File: src/rtl/db_client.sv
// db_client: issues lookup requests to the DB, tracks outstanding packet tags
// in order, and returns one response per request, either with the DB result
// or by timeout. DB responses that belong to timed-out requests are dropped,
// and a response that arrives with nothing outstanding raises err_orphan.
module db_client #(
  parameter int KEY_SIZE   = 96,
  parameter int FLAG_SIZE  = 4,
  parameter int TAG_SIZE   = 8,
  parameter int DEPTH_LOG2 = 3,
  parameter int TIMEOUT    = 1024
) (
  input  logic                 clk,
  input  logic                 rst,
  input  logic                 req_valid,
  output logic                 req_ready,
  input  logic [KEY_SIZE-1:0]  req_key,
  input  logic [FLAG_SIZE-1:0] req_flag,
  input  logic [TAG_SIZE-1:0]  req_tag,
  output logic [KEY_SIZE-1:0]  in_key,
  output logic [FLAG_SIZE-1:0] in_flag,
  output logic                 in_valid,
  input  logic                 out_valid,
  input  logic [FLAG_SIZE-1:0] out_flag,
  output logic                 rsp_valid,
  output logic [TAG_SIZE-1:0]  rsp_tag,
  output logic [FLAG_SIZE-1:0] rsp_flag,
  output logic                 rsp_timeout,
  output logic                 err_orphan
);

  localparam int DEPTH  = 1 << DEPTH_LOG2;
  localparam int CNT_W  = DEPTH_LOG2 + 1;
  localparam int WAIT_W = $clog2(TIMEOUT + 1);

  localparam logic [CNT_W-1:0]      CNT_FULL  = CNT_W'(DEPTH);
  localparam logic [CNT_W-1:0]      CNT_ZERO  = {CNT_W{1'b0}};
  localparam logic [CNT_W-1:0]      CNT_ONE   = CNT_W'(1);
  localparam logic [DEPTH_LOG2-1:0] PTR_ONE   = DEPTH_LOG2'(1);
  localparam logic [WAIT_W-1:0]     WAIT_LAST = WAIT_W'(TIMEOUT - 1);
  localparam logic [WAIT_W-1:0]     WAIT_ONE  = WAIT_W'(1);
  localparam logic [WAIT_W-1:0]     WAIT_ZERO = {WAIT_W{1'b0}};

  // Tag FIFO storage and bookkeeping
  logic [TAG_SIZE-1:0]   r_tag_mem [DEPTH];
  logic [DEPTH_LOG2-1:0] r_wr_ptr;
  logic [DEPTH_LOG2-1:0] r_rd_ptr;
  logic [CNT_W-1:0]      r_count;
  logic [WAIT_W-1:0]     r_wait;
  logic [7:0]            r_stale;

  // Registered outputs
  logic                  r_in_valid;
  logic [KEY_SIZE-1:0]   r_in_key;
  logic [FLAG_SIZE-1:0]  r_in_flag;
  logic                  r_rsp_valid;
  logic [TAG_SIZE-1:0]   r_rsp_tag;
  logic [FLAG_SIZE-1:0]  r_rsp_flag;
  logic                  r_rsp_timeout;
  logic                  r_err_orphan;

  // Decoded per-cycle events
  logic w_full;
  logic w_empty;
  logic w_stale_zero;
  logic w_db_pop;
  logic w_stale_drop;
  logic w_orphan;
  logic w_to_pop;
  logic w_pop;
  logic w_push;

  // Decode this cycle's DB response, timeout and acceptance events
  always_comb begin
    w_full       = 1'b0;
    w_empty      = 1'b0;
    w_stale_zero = 1'b0;
    w_db_pop     = 1'b0;
    w_stale_drop = 1'b0;
    w_orphan     = 1'b0;
    w_to_pop     = 1'b0;
    w_pop        = 1'b0;
    w_push       = 1'b0;

    w_full       = (r_count == CNT_FULL);
    w_empty      = (r_count == CNT_ZERO);
    w_stale_zero = (r_stale == 8'd0);

    // A DB response either completes the head, pays off a stale debt, or is an orphan
    if (out_valid) begin
      w_db_pop     = w_stale_zero && !w_empty;
      w_stale_drop = !w_stale_zero;
      w_orphan     = w_stale_zero && w_empty;
    end else begin
      w_db_pop     = 1'b0;
      w_stale_drop = 1'b0;
      w_orphan     = 1'b0;
    end

    // The DB result wins over a timeout landing on the same cycle
    if (!w_empty && !w_db_pop && (r_wait == WAIT_LAST)) begin
      w_to_pop = 1'b1;
    end else begin
      w_to_pop = 1'b0;
    end

    w_pop  = w_db_pop || w_to_pop;
    // A full FIFO may still take a request when the head leaves on the same cycle
    w_push = req_valid && (!w_full || w_pop);
  end

  assign req_ready = !w_full;

  // Tag FIFO: storage, pointers and occupancy
  always_ff @(posedge clk or posedge rst) begin
    if (rst) begin
      for (int i = 0; i < DEPTH; i++) begin
        r_tag_mem[i] <= {TAG_SIZE{1'b0}};
      end
      r_wr_ptr <= {DEPTH_LOG2{1'b0}};
      r_rd_ptr <= {DEPTH_LOG2{1'b0}};
      r_count  <= CNT_ZERO;
    end else begin
      if (w_push) begin
        r_tag_mem[r_wr_ptr] <= req_tag;
        r_wr_ptr            <= r_wr_ptr + PTR_ONE;
      end
      if (w_pop) begin
        r_rd_ptr <= r_rd_ptr + PTR_ONE;
      end
      case ({w_push, w_pop})
        2'b10:   r_count <= r_count + CNT_ONE;
        2'b01:   r_count <= r_count - CNT_ONE;
        default: r_count <= r_count;
      endcase
    end
  end

  // Head wait timer: restarts on every pop and idles at zero while empty
  always_ff @(posedge clk or posedge rst) begin
    if (rst) begin
      r_wait <= WAIT_ZERO;
    end else if (w_pop || w_empty) begin
      r_wait <= WAIT_ZERO;
    end else begin
      r_wait <= r_wait + WAIT_ONE;
    end
  end

  // Stale counter: DB responses still owed for requests already timed out
  always_ff @(posedge clk or posedge rst) begin
    if (rst) begin
      r_stale <= 8'd0;
    end else begin
      case ({w_to_pop, w_stale_drop})
        2'b10:   r_stale <= (r_stale == 8'hFF) ? r_stale : r_stale + 8'd1;
        2'b01:   r_stale <= r_stale - 8'd1;
        default: r_stale <= r_stale;
      endcase
    end
  end

  // DB request side: one-cycle strobe, key and flag hold between requests
  always_ff @(posedge clk or posedge rst) begin
    if (rst) begin
      r_in_valid <= 1'b0;
      r_in_key   <= {KEY_SIZE{1'b0}};
      r_in_flag  <= {FLAG_SIZE{1'b0}};
    end else begin
      r_in_valid <= w_push;
      if (w_push) begin
        r_in_key  <= req_key;
        r_in_flag <= req_flag;
      end
    end
  end

  // Response side: one-cycle strobe with the head tag, plus sticky orphan error
  always_ff @(posedge clk or posedge rst) begin
    if (rst) begin
      r_rsp_valid   <= 1'b0;
      r_rsp_tag     <= {TAG_SIZE{1'b0}};
      r_rsp_flag    <= {FLAG_SIZE{1'b0}};
      r_rsp_timeout <= 1'b0;
      r_err_orphan  <= 1'b0;
    end else begin
      r_rsp_valid <= w_pop;
      if (w_pop) begin
        r_rsp_tag     <= r_tag_mem[r_rd_ptr];
        r_rsp_flag    <= w_db_pop ? out_flag : {FLAG_SIZE{1'b0}};
        r_rsp_timeout <= w_to_pop;
      end
      if (w_orphan) begin
        r_err_orphan <= 1'b1;
      end
    end
  end

  assign in_valid    = r_in_valid;
  assign in_key      = r_in_key;
  assign in_flag     = r_in_flag;
  assign rsp_valid   = r_rsp_valid;
  assign rsp_tag     = r_rsp_tag;
  assign rsp_flag    = r_rsp_flag;
  assign rsp_timeout = r_rsp_timeout;
  assign err_orphan  = r_err_orphan;

endmodule

File: config.mk
export PLATFORM = sky130hd
export DESIGN_NAME = db_client
export DESIGN_NICKNAME = d
export VERILOG_FILES = /design/src/rtl/db_client.sv
export SDC_FILE = /design/constraint.sdc
export NUM_CORES = 1
export LEC_CHECK = 0
export CAP_MARGIN = 10
export CORE_UTILIZATION = 51
export CTS_BUF_LIST = sky130_fd_sc_hd__clkbuf_4 sky130_fd_sc_hd__clkbuf_8
export CTS_CLUSTER_DIAMETER = 80
export DETAILED_ROUTE_END_ITERATION = 7
export GPL_ROUTABILITY_DRIVEN = 0
export PLACE_DENSITY = 0.83
export SLEW_MARGIN = 20
export SYNTH_ARGS = -nofsm -noshare
export SYNTH_HDL_FRONTEND = slang
export SYNTH_SLANG_ARGS = --single-unit
File: constraint.sdc
create_clock -name clk -period 7.4 [get_ports clk]
set_input_delay 1.11 -clock clk [delete_from_list [all_inputs] [get_ports clk]]
set_output_delay 1.11 -clock clk [all_outputs]
set_load 0.05 [all_outputs]
==> metrics.yaml, run 1 <==
cts_root_buf: "clkbuf_8"
p_int_mw: 3.31
worst_pin_slew_ps: 973
drt_first_pass_iters: 4
layout.nets: 982
clk_latency_ps: 510
tns_ps: 0
grt_pass1_wl_mm: 35.4
power_frac_comb: 0.438
crit_arrival_ps: 4170
synth_edf_count: 0
yosysUniqueCellTypes: 50
crit_path_max_fanout: 61
synth_top_family_by_area: "multiplexers"
status: "complete, no violations"
dpl.cell_count: 1039
peakVddDrop_mv: 0.313
synth-compound-area-share: 0.0249
p_seq_frac: 0.354
cts_buffers: 37
leakage_nw: 5.45
final.period_utilization: 0.512
critPathKind: "in2reg"
stdcell_count: 1105
std_cell_rows: 48
synth-simple-area-share: 0.0563
final_antenna_net_count: 0
synth_area_sq_um: 9240
fp.dieH_um: 137
drtIter0Drc: 232
synthCells: 608
max_freq_mhz: 264
hpwlAfterDp_mm: 15.3
max_cap_violations: 0
grt.overflow.total: 0
clk_pin_slew_ps: 60
switchingPower_mw: 2.05
p_per_area_nw_per_um2: 430
setup_viol: 0
layout_common_cells: "232 x clkdlybuf4s50_1, 208 x dfrtp_1, 91 x mux2_2"
cts_resized: 0
rsz0062_at_grt: "false"
relSlewSlack: 0.352
use_met1: 0.293
initial_core_util: 0.529
synth_mux_area_frac: 0.290
grt_max_degree: 131
clockBufferDepth: 3
hold_viol: 0
clkPwrFrac: 0.208
min_path_type: "reg2reg"
grt-busiest-layer: "met2"
setup.worst_path.end_class: "flip-flop"
seq_area_frac_synth: 0.566
met3_usage: 0.0837
synthArstFlopShare: 1.00
synth_top_flop_cell: "dfrtp_1"
pin_count: 233
avgSynthCellArea_sq_um: 15.2
syn-num-nets: 737
port_buffers: 232
synth_fa_ha_area_frac: 0.0192
cts.htree.levels: 2
grt_pass1_vias: 6718
grt_use_met2: 0.416
drive_gt1_frac: 0.299
slew_viol_final: 0
p_sw_frac: 0.382
track_usage: 0.250
critPathRequiredTime_ps: 7780
die_w_um: 137
route.detailed.drc: 0
synth_xor_xnor_area_share: 0.0180
drt_wl_total_mm: 22.2
yosys_warnings: 0
avgViaCountPerCell: 5.38
fin_skew_ps: 22.9
post_cts_buffers: 0
syn_to_final_growth_pct: 35.0
cts_tree: "yes"
start_kind: "input pin"
coreArea_sq_um: 17500
clock_sinks: 209
vias: 5941
dieArea_sq_um: 18700
post_drt_wl_per_cell_um: 20.0
cts_hold_buf: 0
grt_antenna_before_repair: 2
final_common_cell: "clkdlybuf4s50_1"
ys_ff_latch: 209
fin_crit_ps: 3790
## Yosys cell counts, drive strengths merged (8+ instances only)
library cell | count | area share
buf | 23 | 0.018
xnor2 | 12 | 0.011
nand3 | 8 | 0.0043
dfrtp | 209 | 0.57
mux2 | 170 | 0.24
inv | 11 | 0.0045
mux4 | 16 | 0.039
mux2i | 11 | 0.012
o21ai | 16 | 0.0087
ha | 11 | 0.015
nand2 | 19 | 0.0080
nor2 | 25 | 0.010
## final cells by class
class | instances | area, sq um
Sequential cell | 209 | 5230
Inverter | 11 | 53.8
Multi-Input combinational cell | 359 | 3780
Fill cell | 1121 | 5000
Clock buffer | 58 | 729
Antenna cell | 3 | 7.51
Timing Repair Buffer | 235 | 2340
Tap cell | 225 | 282
Clock inverter | 5 | 50.0
## path summary, 6_finish.rpt
path | startpoint | end | slack (ps) | depth (start not counted)
max in group asynchronous | rst | r_rd_ptr[0]$_DFFE_PP0P_ | 4610 | 3
worst max register to register | r_stale[4]$_DFFE_PP0P_ | in_flag[1]$_DFFE_PP0P_ | 3750 | 7
min in group asynchronous | rst | r_count[1]$_DFFE_PP0P_ | 1200 | 2
worst min-delay path | rsp_tag[2]$_DFFE_PP0P_ | rsp_tag[2]$_DFFE_PP0P_ | 480 | 2
worst max-delay path | out_valid | in_flag[1]$_DFFE_PP0P_ | 3610 | 8
worst min register to register | rsp_tag[2]$_DFFE_PP0P_ | rsp_tag[2]$_DFFE_PP0P_ | 480 | 2
## critical path: stages
cell	delay, ps
clkdlybuf4s50_1	490
inv_1	80
nor3_1	310
or3_1	330
nand2_2	150
inv_6	520
buf_4	720
mux2_2	410
## metrics by stage
step	utilization	worst slack, ps	hold slack [ps]	area, sq um	total power [mW]
3_3_place_gp	0.669	3180	462	11700	4.15
6_report	0.714	3610	480	12500	5.36
4_1_cts	0.713	3630	487	12500	5.40
3_5_place_dp	0.669	3120	475	11700	4.25
2_1_floorplan	-	581	455	9240	3.53
5_1_grt	0.714	3400	496	12500	5.63
## power groups by stage
stage	clock network, mW	registers [mW]	logic [mW]
floorplan	0	2.53	1.01
global placement	0	1.86	2.29
detailed placement	0	1.90	2.36
CTS	1.14	1.89	2.36
global route	1.19	1.95	2.48
finish	1.12	1.89	2.35
## per-layer routing
metal | part of all wire | up-vias | wire length (um)
li1 | - | 2681 | -
met4 | 0.028 | 0 | 619
met2 | 0.51 | 228 | 11300
met5 | 0 | - | 0
met3 | 0.077 | 41 | 1700
met1 | 0.39 | 2991 | 8550
## registers in the layout, indices dropped and copies added, names as in the netlist
signal / flops
r_rd_ptr: 3
err_orphan: 1
in_valid: 1
r_count: 4
rsp_valid: 1
in_flag: 4
r_wait: 11
rsp_timeout: 1
rsp_flag: 4
in_key: 96
r_tag_mem: 64
rsp_tag: 8
r_stale: 8
r_wr_ptr: 3
## logic make-up after synthesis
family	count (synthesis)
flip-flops	209
multiplexers	197
AND/OR/NAND/NOR	95
buffers and inverters	40
AO/OA/AOI/OAI	35
XOR/XNOR	19
adder cells (fa/ha/maj)	13
No activity file was read; power rests on OpenSTA's default activity.
==> run 2: changes to the inputs <==
--- a/config.mk
+++ b/config.mk
@@ -6,12 +6,12 @@
 export NUM_CORES = 1
 export LEC_CHECK = 0
 export CAP_MARGIN = 10
-export CORE_UTILIZATION = 51
+export CORE_UTILIZATION = 46
 export CTS_BUF_LIST = sky130_fd_sc_hd__clkbuf_4 sky130_fd_sc_hd__clkbuf_8
 export CTS_CLUSTER_DIAMETER = 80
 export DETAILED_ROUTE_END_ITERATION = 7
 export GPL_ROUTABILITY_DRIVEN = 0
-export PLACE_DENSITY = 0.83
+export PLACE_DENSITY = 0.79
 export SLEW_MARGIN = 20
 export SYNTH_ARGS = -nofsm -noshare
 export SYNTH_HDL_FRONTEND = slang
==> constraint.sdc (replaced) <==
create_clock -name clk -period 3.3 [get_ports clk]
set_input_delay 0.495 -clock clk [delete_from_list [all_inputs] [get_ports clk]]
set_output_delay 0.495 -clock clk [all_outputs]
set_load 0.05 [all_outputs]
==> run 2 against run 1 <==
Net effect: worst hold slack got worse by 11 ps; highest routed layer unchanged; critical path depth is 1 higher; global-route usage decreased by 3.7 points; sequential cell count unchanged.
==> metrics.yaml, run 2 (synthesis results as in run 1) <==
critPathRequiredTime_ps: 3730
pin_count: 233
fin_crit_ps: 3120
drtIter0Drc: 215
drive_gt1_frac: 0.307
min_path_type: "reg2reg"
grt_antenna_before_repair: 0
max_freq_mhz: 320
die_w_um: 144
relSlewSlack: 0.447
min_to: "err_orphan$_DFFE_PP0P_"
post_drt_wl_per_cell_um: 18.1
r2r-start: "r_stale[0]$_DFFE_PP0P_"
p_per_area_nw_per_um2: 930
critPathSlowestCell: "or4_1"
largest_register_ffs: 96
cts_buffers: 37
final.period_utilization: 0.947
setup_viol: 0
crit_path_max_fanout: 5
crit_chain: "or4_1 > o21ai_1 > nor2_1 > ha_1 > nor2b_1 > o31a_1 > or4b_2 > nand3_1 > mux2_2"
critPathMaxStageDelay_ps: 610
diodes: 0
cp.buffers_inverters: 0
fp.dieH_um: 144
slew_viol_final: 0
seq_area_sq_um: 5230
rsz0062_at_grt: "false"
peakVddDrop_mv: 0.721
port_buffers: 232
syn_to_final_growth_pct: 36.6
cts_tree: "yes"
grt_pass1_wl_mm: 33.8
multi_input_area_sq_um: 3780
start_kind: "flip-flop"
tns_ps: 0
max_cap_violations: 0
hold_viol: 0
r2r_end: "r_stale[6]$_DFFE_PP0P_"
coreArea_sq_um: 19600
clockBufferDepth: 3
leakage_nw: 5.50
fill_cells: 1448
setup_slack_ps: 175
worst_pin_slew_ps: 830
layout.nets: 998
drt_wl_total_mm: 20.9
clock_sinks: 209
dieArea_sq_um: 20700
status: "complete, no violations"
drt_first_pass_iters: 5
final_common_cell: "clkdlybuf4s50_1"
critPathKind: "reg2reg"
final_antenna_net_count: 0
grt_max_degree: 58
std_cell_rows: 51
cts_hold_buf: 0
track_usage: 0.213
cts_root_buf: "clkbuf_8"
grt.overflow.total: 0
dpl_worst_slack_ps: 109
grt_pass1_vias: 6498
vias: 5924
layout_common_cells: "232 x clkdlybuf4s50_1, 209 x dfrtp_1, 91 x mux2_2"
initial_core_util: 0.472
clk_pin_slew_ps: 60
clk_latency_ps: 510
r2r_slack_ps: 180
cp_top_family: "simple AND/OR/NAND/NOR gates"
worst_hold_path.num_cells: 1
avgViaCountPerCell: 5.14
fin_skew_ps: 22.6
worst-r2r-cell-count: 9
cts.htree.levels: 2
hpwlAfterDp_mm: 14.8
crit_arrival_ps: 3560
min_from: "err_orphan$_DFFE_PP0P_"
setup.worst_path.end_class: "flip-flop"
route.detailed.drc: 0
run 2: changes by cell type in the layout (fill, tap and decap cells not counted):
cell	change
o21ai_0	-1
dfrtp_1	+1
buf_4	+8
bufinv_16	-1
inv_8	-1
diode_2	-3
clkbuf_8	-7
o21ai_2	+1
clkinvlp_4	+3
dfrtp_2	-1
buf_12	+8
run 2: per-stage QoR:
stage	cell area (sq um)	instances	power, mW	hold WS (ps)	util
CTS	12600	1152	11.9	472	0.644
floorplan	9240	608	7.93	455	-
finish	12600	1152	11.7	469	0.644
global placement	12000	1095	9.45	450	0.610
global route	12600	1152	12.4	504	0.644
detailed placement	12000	1095	9.56	454	0.610
run 2: layer usage:
metal	vias to the layer above	GRT usage	wire [um]
met5	-	0	0
met4	0	0.0728	534
met3	44	0.0743	1760
met2	208	0.354	10300
met1	2969	0.259	8310
li1	2703	-	-
run 2: cell type report:
type / instances / area share
Clock buffer: 51 / 0.0501
Clock inverter: 6 / 0.00278
Inverter: 11 / 0.00396
Multi-Input combinational cell: 359 / 0.299
Sequential cell: 209 / 0.414
Tap cell: 265 / 0.0263
Timing Repair Buffer: 251 / 0.203
run 2: repair_timing:
action | in CTS | in global routing
gates resized for setup | 0 | 1
setup endpoints to repair | 0 | 1
setup buffers | 0 | 0
run 2: worst reg2reg max path, stage by stage, from the launching register on:
cell     delay, ps
dfrtp_1        420
or4_1          610
o21ai_1        250
nor2_1         140
ha_1           360
nor2b_1        160
o31a_1         270
or4b_2         610
nand3_1        100
mux2_2         140
run 2: worst max-delay path by stage:
stage | startpoint | slack, ps | end | cells after the start
after detailed placement | r_stale[0]$_DFFE_PP0P_ | 110 | r_stale[6]$_DFFE_PP0P_ | 9
after global routing | r_stale[0]$_DFFE_PP0P_ | 20 | r_stale[6]$_DFFE_PP0P_ | 9
after global placement | r_stale[0]$_DFFE_PP0P_ | 210 | r_stale[6]$_DFFE_PP0P_ | 9
after CTS | r_stale[0]$_DFFE_PP0P_ | 80 | r_stale[6]$_DFFE_PP0P_ | 9
final | r_stale[0]$_DFFE_PP0P_ | 180 | r_stale[6]$_DFFE_PP0P_ | 9
after floorplan | rst | 90 | err_orphan$_DFFE_PP0P_ | 1
run 2: report_power, final:
group | internal, mW | total, mW | switching (mW) | leakage (nW)
sequential | 3.55 | 4.18 | 0.626 | 2.51
combinational | 2.46 | 5.35 | 2.89 | 2.63
clock | 1.23 | 2.21 | 0.987 | 0.354
total | 7.23 | 11.7 | 4.51 | 5.50
==> run 3: changes to the inputs <==
--- a/config.mk
+++ b/config.mk
@@ -8,7 +8,7 @@
 export CAP_MARGIN = 10
 export CORE_UTILIZATION = 46
 export CTS_BUF_LIST = sky130_fd_sc_hd__clkbuf_4 sky130_fd_sc_hd__clkbuf_8
-export CTS_CLUSTER_DIAMETER = 80
+export CTS_CLUSTER_DIAMETER = 60
 export DETAILED_ROUTE_END_ITERATION = 7
 export GPL_ROUTABILITY_DRIVEN = 0
 export PLACE_DENSITY = 0.79
==> results of run 3 <==
Final layout, timing and power as in run 2 (identical DEF).
